--- config.mk ---
export PLATFORM = sky130hd
export DESIGN_NAME = fetch_unit
export DESIGN_NICKNAME = d
export VERILOG_FILES = /design/src/rtl/fetch_unit.sv
export SDC_FILE = /design/constraint.sdc
export NUM_CORES = 1
export LEC_CHECK = 0
export CORE_MARGIN = 5
export CORE_UTILIZATION = 49
export DETAILED_ROUTE_END_ITERATION = 8
export GPL_TIMING_DRIVEN = 0
export PLACE_DENSITY = 0.77
export SYNTH_ARGS = -nofsm -noshare
export SYNTH_HDL_FRONTEND = slang
export SYNTH_SLANG_ARGS = --single-unit
--- constraint.sdc ---
create_clock -name clk -period 5.08 [get_ports clk]
set_clock_uncertainty 0.05 [all_clocks]
set_input_delay 1.016 -clock clk [delete_from_list [all_inputs] [get_ports clk]]
set_output_delay 1.016 -clock clk [all_outputs]
set_load 0.05 [all_outputs]
--- src/rtl/fetch_unit.sv ---
// fetch_unit: instruction fetch stage feeding data_path.
// Owns the program counter, issues one word read at a time to instruction
// memory over req/ack, and queues fetched words in a DEPTH-entry prefetch
// FIFO that presents {instr, pc} to decode with a valid/ready handshake.
// A redirect (taken branch/jump) flushes the FIFO and restarts fetch.
// Optional feature macro: FETCH_MISALIGN_CHECK_EN (sticky fault on a
// misaligned redirect target; when undefined the target is word-aligned).
module fetch_unit #(
  parameter logic [31:0] RESET_PC = 32'h0000_0000,
  parameter int          DEPTH    = 2
) (
  input  logic        clk,
  input  logic        rst,
  output logic        imem_req,
  output logic [31:0] imem_addr,
  input  logic        imem_ack,
  input  logic [31:0] imem_rdata,
  input  logic        redirect_valid,
  input  logic [31:0] redirect_pc,
  output logic        instr_valid,
  output logic [31:0] instr,
  output logic [31:0] instr_pc,
  input  logic        instr_ready,
  output logic        fetch_fault
);

  localparam int             PW      = $clog2(DEPTH);
  localparam int             CW      = PW + 1;
  localparam logic [CW-1:0]  DEPTH_C = CW'(DEPTH);

  typedef enum logic [1:0] {S_IDLE, S_REQ, S_DROP} state_t;

  state_t          r_state;
  state_t          w_state_next;
  logic [31:0]     r_fetch_pc;
  logic [31:0]     r_drop_addr;
  logic [PW-1:0]   r_wr_ptr;
  logic [PW-1:0]   r_rd_ptr;
  logic [CW-1:0]   r_count;
  logic [31:0]     r_buf_instr [DEPTH];
  logic [31:0]     r_buf_pc    [DEPTH];
  logic            r_instr_valid;
  logic [31:0]     r_instr;
  logic [31:0]     r_instr_pc;

  logic            w_flush;
  logic            w_push;
  logic            w_pop;
  logic            w_fault_next;
  logic            w_slot_free;
  logic [31:0]     w_redir_pc;
  logic [CW-1:0]   w_count_next;
  logic [PW-1:0]   w_rd_ptr_next;
  logic [31:0]     w_head_instr;
  logic [31:0]     w_head_pc;

`ifdef FETCH_MISALIGN_CHECK_EN
  logic r_fault;
  logic w_fault_set;

  assign w_fault_set  = redirect_valid && (redirect_pc[1:0] != 2'b00);
  assign w_fault_next = r_fault || w_fault_set;
  assign w_redir_pc   = redirect_pc;
  assign fetch_fault  = r_fault;

  // Sticky misalignment fault; only reset clears it.
  always_ff @(posedge clk or negedge rst) begin
    if (!rst) begin
      r_fault <= 1'b0;
    end else if (w_fault_set) begin
      r_fault <= 1'b1;
    end
  end
`else
  logic w_unused_pc_lsb;

  assign w_unused_pc_lsb = ^redirect_pc[1:0];
  assign w_fault_next    = 1'b0;
  assign w_redir_pc      = {redirect_pc[31:2], 2'b00};
  assign fetch_fault     = 1'b0;
`endif

  // A redirect wins over both a same-cycle ack (data dropped) and a pop.
  assign w_flush = redirect_valid;
  assign w_push  = (r_state == S_REQ) && imem_ack && !redirect_valid;
  assign w_pop   = r_instr_valid && instr_ready && !redirect_valid;

  assign w_count_next  = w_flush ? '0 : (r_count + CW'(w_push) - CW'(w_pop));
  assign w_rd_ptr_next = w_flush ? '0 : (w_pop ? r_rd_ptr + PW'(1) : r_rd_ptr);

  // Nothing is outstanding after an ack, so a new request only needs room
  // in the buffer as it will stand after this cycle's push/pop.
  assign w_slot_free = (w_count_next < DEPTH_C) && !w_fault_next;

  assign instr_valid = r_instr_valid;
  assign instr       = r_instr;
  assign instr_pc    = r_instr_pc;

  // Next FSM state and memory request outputs.
  always_comb begin
    w_state_next = r_state;
    imem_req     = 1'b0;
    imem_addr    = r_fetch_pc;
    unique case (r_state)
      S_IDLE: begin
        if (w_slot_free) begin
          w_state_next = S_REQ;
        end
      end
      S_REQ: begin
        imem_req = 1'b1;
        if (redirect_valid && !imem_ack) begin
          w_state_next = S_DROP;
        end else if (imem_ack) begin
          w_state_next = w_slot_free ? S_REQ : S_IDLE;
        end
      end
      S_DROP: begin
        // The abandoned request stays on the bus until memory answers it.
        imem_req  = 1'b1;
        imem_addr = r_drop_addr;
        if (imem_ack) begin
          w_state_next = w_slot_free ? S_REQ : S_IDLE;
        end
      end
      default: begin
        w_state_next = S_IDLE;
      end
    endcase
  end

  // Head of the FIFO after this cycle; a push into an empty (or emptying)
  // buffer bypasses straight to the head so latency stays one cycle.
  always_comb begin
    w_head_instr = r_buf_instr[w_rd_ptr_next];
    w_head_pc    = r_buf_pc[w_rd_ptr_next];
    if (w_push && (w_rd_ptr_next == r_wr_ptr)) begin
      w_head_instr = imem_rdata;
      w_head_pc    = r_fetch_pc;
    end
  end

  // FIFO storage; written on every accepted ack, contents need no reset.
  always_ff @(posedge clk) begin
    if (w_push) begin
      r_buf_instr[r_wr_ptr] <= imem_rdata;
      r_buf_pc[r_wr_ptr]    <= r_fetch_pc;
    end
  end

  // FSM, program counter, FIFO pointers and registered head outputs.
  always_ff @(posedge clk or negedge rst) begin
    if (!rst) begin
      r_state       <= S_IDLE;
      r_fetch_pc    <= RESET_PC;
      r_drop_addr   <= RESET_PC;
      r_wr_ptr      <= '0;
      r_rd_ptr      <= '0;
      r_count       <= '0;
      r_instr_valid <= 1'b0;
      r_instr       <= '0;
      r_instr_pc    <= '0;
    end else begin
      r_state  <= w_state_next;
      r_count  <= w_count_next;
      r_rd_ptr <= w_rd_ptr_next;
      if (w_flush) begin
        r_fetch_pc <= w_redir_pc;
        r_wr_ptr   <= '0;
      end else if (w_push) begin
        r_fetch_pc <= r_fetch_pc + 32'd4;
        r_wr_ptr   <= r_wr_ptr + PW'(1);
      end
      if ((r_state == S_REQ) && redirect_valid && !imem_ack) begin
        r_drop_addr <= r_fetch_pc;
      end
      r_instr_valid <= (w_count_next != '0);
      if (w_count_next != '0) begin
        r_instr    <= w_head_instr;
        r_instr_pc <= w_head_pc;
      end
    end
  end

endmodule

# Word-level counts from Yosys, hierarchy flattened
# Memories as Yosys holds them, arrays and structs flattened. A register that Yosys moved wholly into a read port is not among the register bits.
# Index checks and enable logic that the tools add are counted.
[word_totals]
register_bits = 71
ram_bits = 128
inputBits = 69
output_inout_bits = 99
word_cells = 49
memories = 2
[classes]
add_sub_neg = 5
order_cmp = 1
n_eq_ne = 3
muxes = 16
n_reduce_logical = 15
[memory_table]
columns = ["name", "words", "width", "read_ports", "rd_ports_with_merged_regs", "wr", "line", "rtl"]
rows = [
  ["r_buf_instr", 2, 32, 1, 1, 1, "40", "logic [31:0] r_buf_instr [DEPTH];"],
  ["r_buf_pc", 2, 32, 1, 1, 1, "41", "logic [31:0] r_buf_pc [DEPTH];"],
]
[op_table]
columns = ["op", "count"]
rows = [
  ["2-to-1 mux 32 bit", 3],
  ["adder 32 x 3 -> 32 bit (second input constant)", 1],
  ["2-to-1 mux 1 bit", 8],
  ["2-to-1 mux 2 bit", 4],
  ["logical AND 1 bit", 7],
  ["case mux 2 bit (3 select lines)", 1],
  ["logical NOT 1 bit", 4],
  ["nonzero test 2 bit", 2],
  ["adder 1 bit (second input constant)", 2],
  ["adder 2 x 1 -> 2 bit", 1],
  ["== test 2 x 1 -> 1 bit (second input constant)", 1],
  ["== test 2 bit (second input constant)", 1],
  ["logical NOT 2 bit", 1],
  ["< comparator 2 bit (second input constant)", 1],
  ["inequality test 2 bit (second input constant)", 1],
  ["OR reduction 2 bit", 1],
  ["subtractor 2 x 1 -> 2 bit", 1],
]

# Depth between registers and ports, before layout
# Gate-level depths: netlist of run 1.
[depth]
depth_word = 11
mapped_depth = 16

# Least setup slack after synthesis of run 1
# OpenSTA, ideal clock, no wires.
[synth_timing]
path_kind = "input to register"
start = "input port redirect_valid"
end = "memory r_buf_instr[0][0] (enable)"
arrival_ps = 4471
setup_slack_ps = 77
path_stages = 6
path_cell_list = "nor2b_1 > and2_1 > clkbuf_1 > inv_2 > buf_1 > nor2_1"
[synth_via]
elab_chain_cells = 4
[synth_lines]
columns = ["element", "line", "rtl"]
rows = [
  ["start: declaration", "18", "input logic redirect_valid,"],
  ["logical NOT 1 bit", "85", "assign w_push = (r_state == S_REQ) && imem_ack && !redirect_valid;"],
  ["logical AND 1 bit", "85", ""],
  ["2-to-1 mux 1 bit", "145", "if (w_push) begin"],
  ["2-to-1 mux 1 bit (not written as such)", "146", "r_buf_instr[r_wr_ptr] <= imem_rdata;"],
  ["end: declaration", "40", ""],
]
# Every way passes these cells.

# Worst setup path in the final report of run 1
[layout_timing]
start = "input port redirect_valid"
end = "register r_instr[6], in the netlist instr[6] (read register of r_buf_instr)"
[layout_via]
elab_chain_cells = 6
elab_cells_between_ends = 9
[layout_lines]
columns = ["element", "line", "rtl"]
rows = [
  ["logical NOT 1 bit", "85, 86", ""],
  ["logical AND 1 bit", "85", ""],
  ["adder 2 x 1 -> 2 bit", "88", "assign w_count_next = w_flush ? '0 : (r_count + CW'(w_push) - CW'(w_pop));"],
  ["subtractor 2 x 1 -> 2 bit", "88", ""],
  ["2-to-1 mux 2 bit", "88", ""],
  ["nonzero test 2 bit", "178", "if (w_count_next != '0) begin"],
  ["end: declaration", "43", "logic [31:0] r_instr;"],
]
# Several ways; a longest one is shown, not always the timed one.
# A chain may end at the register's enable or synchronous reset.

==> out/qor.yml, run 1 <==
outcome: "completed"
drt-vias-per-instance: 5.862
min_period_ps: 4523
gp_congestion: 0.8458
rows: 56
maxSlewHeadroom_pct: 40.52
drc: 0
power.leakage_uw: 0.005470
clk_path_buf_depth: 3
tightestPinTransition_ps: 892.1
layout-drive-gt1-share_pct: 9.758
cts-resized-gates: 4
synth_edf_count: 124
dp_hpwl_um: 20660
syn_area_um2: 11480
grt_setup_unrepaired: "no"
r2r_cells: 14
portBuffers: 160
routedWlPerCell_um: 19.94
post-cts-setup-buffers: 0
htree_levels: 1
p_int_uw: 4950
start_util_pct: 49.35
grt_usage_pct: 22.54
reg2reg_from: "r_state[1]"
numCtsBuffers: 27
crit_type: "in2reg"
cts.sinks: 253
crit_path_start_kind: "input port"
root_buffer: "clkbuf_16"
vias: 8899
finalCritPeriodShare_pct: 89.04
fmaxAchievable_ghz: 0.2211
crit_chain: "clkdlybuf4s50_1 > clkbuf_4 > clkbuf_1 > nor2_1 > ha_1 > inv_1 > ha_1 > xor3_1 > o21ai_2 > clkbuf_2 > clkbuf_1 > nand2_1 > o31ai_1"
syn_inst: 986
rrSetupSlack_ps: 740
swShare_pct: 40.70
grt_max_degree: 73
antenna_found_initial: 0
cp_slowest_cell: "clkdlybuf4s50_1"
worst-endpoint-arrival_ps: 4900
cts_tree: "yes"
finalSetupViolations: 0
synth-main-ff-cell: "dfrtp_1"
hold_violations: 0
hold_class: "in2async"
grt_pass1_vias: 8956
avgSynthCellArea_um2: 11.64
cts_hold_buf: 0
yosysSeqAreaShare_pct: 60.56
fin_util_pct: 62.10
combPwrFrac_pct: 41.6
maxCapViolations: 0
place_ws_ps: -1696
vdd_ir_drop_max_v: 0.0003368
ant_nets: 0
synth_seq_cells: 253
die_h_um: 163.1
pwr-share-seq_pct: 35.2
crit_required_ps: 5460
end_kind: "register"
ys_async_sr_fraction_pct: 50.99
rr_endpoint: "instr[6]"
synth_cell_types: 50
timing.final.ws_setup_ps: 556.8
nets: 1254
coreArea_um2: 23260
overflow: 0
io_pins: 168
antenna_cells: 0
grt_pass1_wl_um: 48040
drt-initial-drc-count: 571
finalMaxSlewViolations: 0
drt_wl_total_um: 30270
cp_max_fo: 28
synthMostInstantiatedCell: "dfrtp_1"
dieWidth_um: 163.1
synth_area_leaders: "edfxtp_1 32%, dfrtp_1 28%, mux2_2 4.9%, a221oi_1 4.7%, o31ai_1 4.6%"
p_sw_uw: 3397
synth_top_area_share_pct: 32.44
yosysTopAreaCell: "edfxtp_1"
die-area_um2: 26590
synth_common_cells: "129 x dfrtp_1, 124 x edfxtp_1, 104 x nand2_1, 78 x clkbuf_1, 72 x inv_1"
cpPeakStageDelay_ps: 520
ys.warnings.count: 0
clock_latency_ps: 540
pwr-share-clk_pct: 23.2
syn2layout_area_growth_pct: 25.83
drt-pass1-iter-count: 6
clk_pin_slew_worst_paths_ps: 60
pwr_density_cell_nw_per_um2: 577.8
metal layers:
| metal | part of all wire (%) | routed length, µm | track usage (%) |
|---|---|---|---|
| met5 | 0 | 0 | 0 |
| met3 | 7.9 | 2384 | 3.583 |
| met1 | 42 | 12580 | 31.98 |
| met2 | 48 | 14640 | 36.85 |
| met4 | 2.2 | 660 | 5.490 |
registers in the layout, indices dropped and copies added (netlist names):
name	cells
r_drop_addr	30
instr_valid	1
r_fetch_pc	30
r_state	2
r_buf_pc	60
r_buf_instr	64
instr_pc	30
r_count	2
r_rd_ptr	1
r_wr_ptr	1
instr	32
critical path, delay by kind of cell:
kind	cells	cell delay [ps]
buf+inv	6	2210
xor+xnor	1	420
simple gates	2	240
fa+ha+maj	2	430
compound gates	2	560
cells by family after synthesis:
kind of cell / count (synthesis) / synth area share, %
fa+ha+maj: 7 / 0.7629
buf+inv: 169 / 5.798
xor+xnor: 17 / 1.679
simple gates: 242 / 9.995
other cells: 1 / 0.03267
compound gates: 245 / 16.10
mux: 52 / 5.079
flops: 253 / 60.56
how the worst max path moves through the flow:
stage / startpoint / endpoint / slack, ps / depth (start not counted)
finish: redirect_valid / instr[6] / 560 / 13
global route: redirect_valid / instr[6] / 160 / 13
CTS: redirect_valid / instr[6] / 40 / 14
detailed placement: redirect_valid / instr[20] / -1700 / 15
global placement: redirect_valid / r_buf_pc[0][25] / -2580 / 7
floorplan: redirect_valid / r_buf_instr[0][0] / 80 / 6
stage by stage:
stage                     TNS [ps]  cells  total power, µW  hold WS [ps]  area (µm²)
after detailed placement    -93600   1472             6444         414.6       13580
after CTS                        0   1520             8391         409.5       14450
after global placement     -555410   1469             6361         397.6       13500
after floorplan                  0    990             5230         390.2       11490
final                            0   1518             8347         395.5       14450
after global routing             0   1518             8742         427.5       14450
power by group through the flow:
stage / clock network [µW] / registers (µW) / logic (µW)
after floorplan: 0 / 3720 / 1510
after global placement: 0 / 2960 / 3400
after detailed placement: 0 / 2970 / 3470
after CTS: 1960 / 2930 / 3490
after global routing: 2050 / 2990 / 3700
final: 1940 / 2940 / 3470
layout make-up:
cell class                 count  area, µm²
fill                        1867       8817
sequential                   253       6952
multi-input combinational    568       3895
timing repair buffer         163       1670
clock buffer                  40      764.5
tap                          319      399.1
buffer                        91      379.1
inverter                      74      277.8
clock inverter                10      107.6
cells in the final DEF, fill, tap and decap left out, types with 11 or more instances in the layout:
| cell | n |
|---|---|
| inv_1 | 72 |
| nor3_1 | 65 |
| xnor2_1 | 11 |
| nor2_1 | 15 |
| nand2_1 | 104 |
| mux2_2 | 50 |
| clkdlybuf4s50_1 | 159 |
| clkbuf_1 | 81 |
| a221oi_1 | 62 |
| or4_1 | 15 |
| o31ai_1 | 71 |
| dfrtp_1 | 129 |
| a211oi_1 | 62 |
| nand3_1 | 15 |
| o21ai_0 | 26 |
| edfxtp_1 | 124 |
| clkbuf_16 | 27 |
No activity file was read; power rests on OpenSTA's default activity.
==> run 2, diff against run 1 <==
Settings changed: ABC_CLOCK_PERIOD_IN_PS set to 5080.
==> results of run 2 <==
Final layout, timing and power as in run 1 (identical DEF).
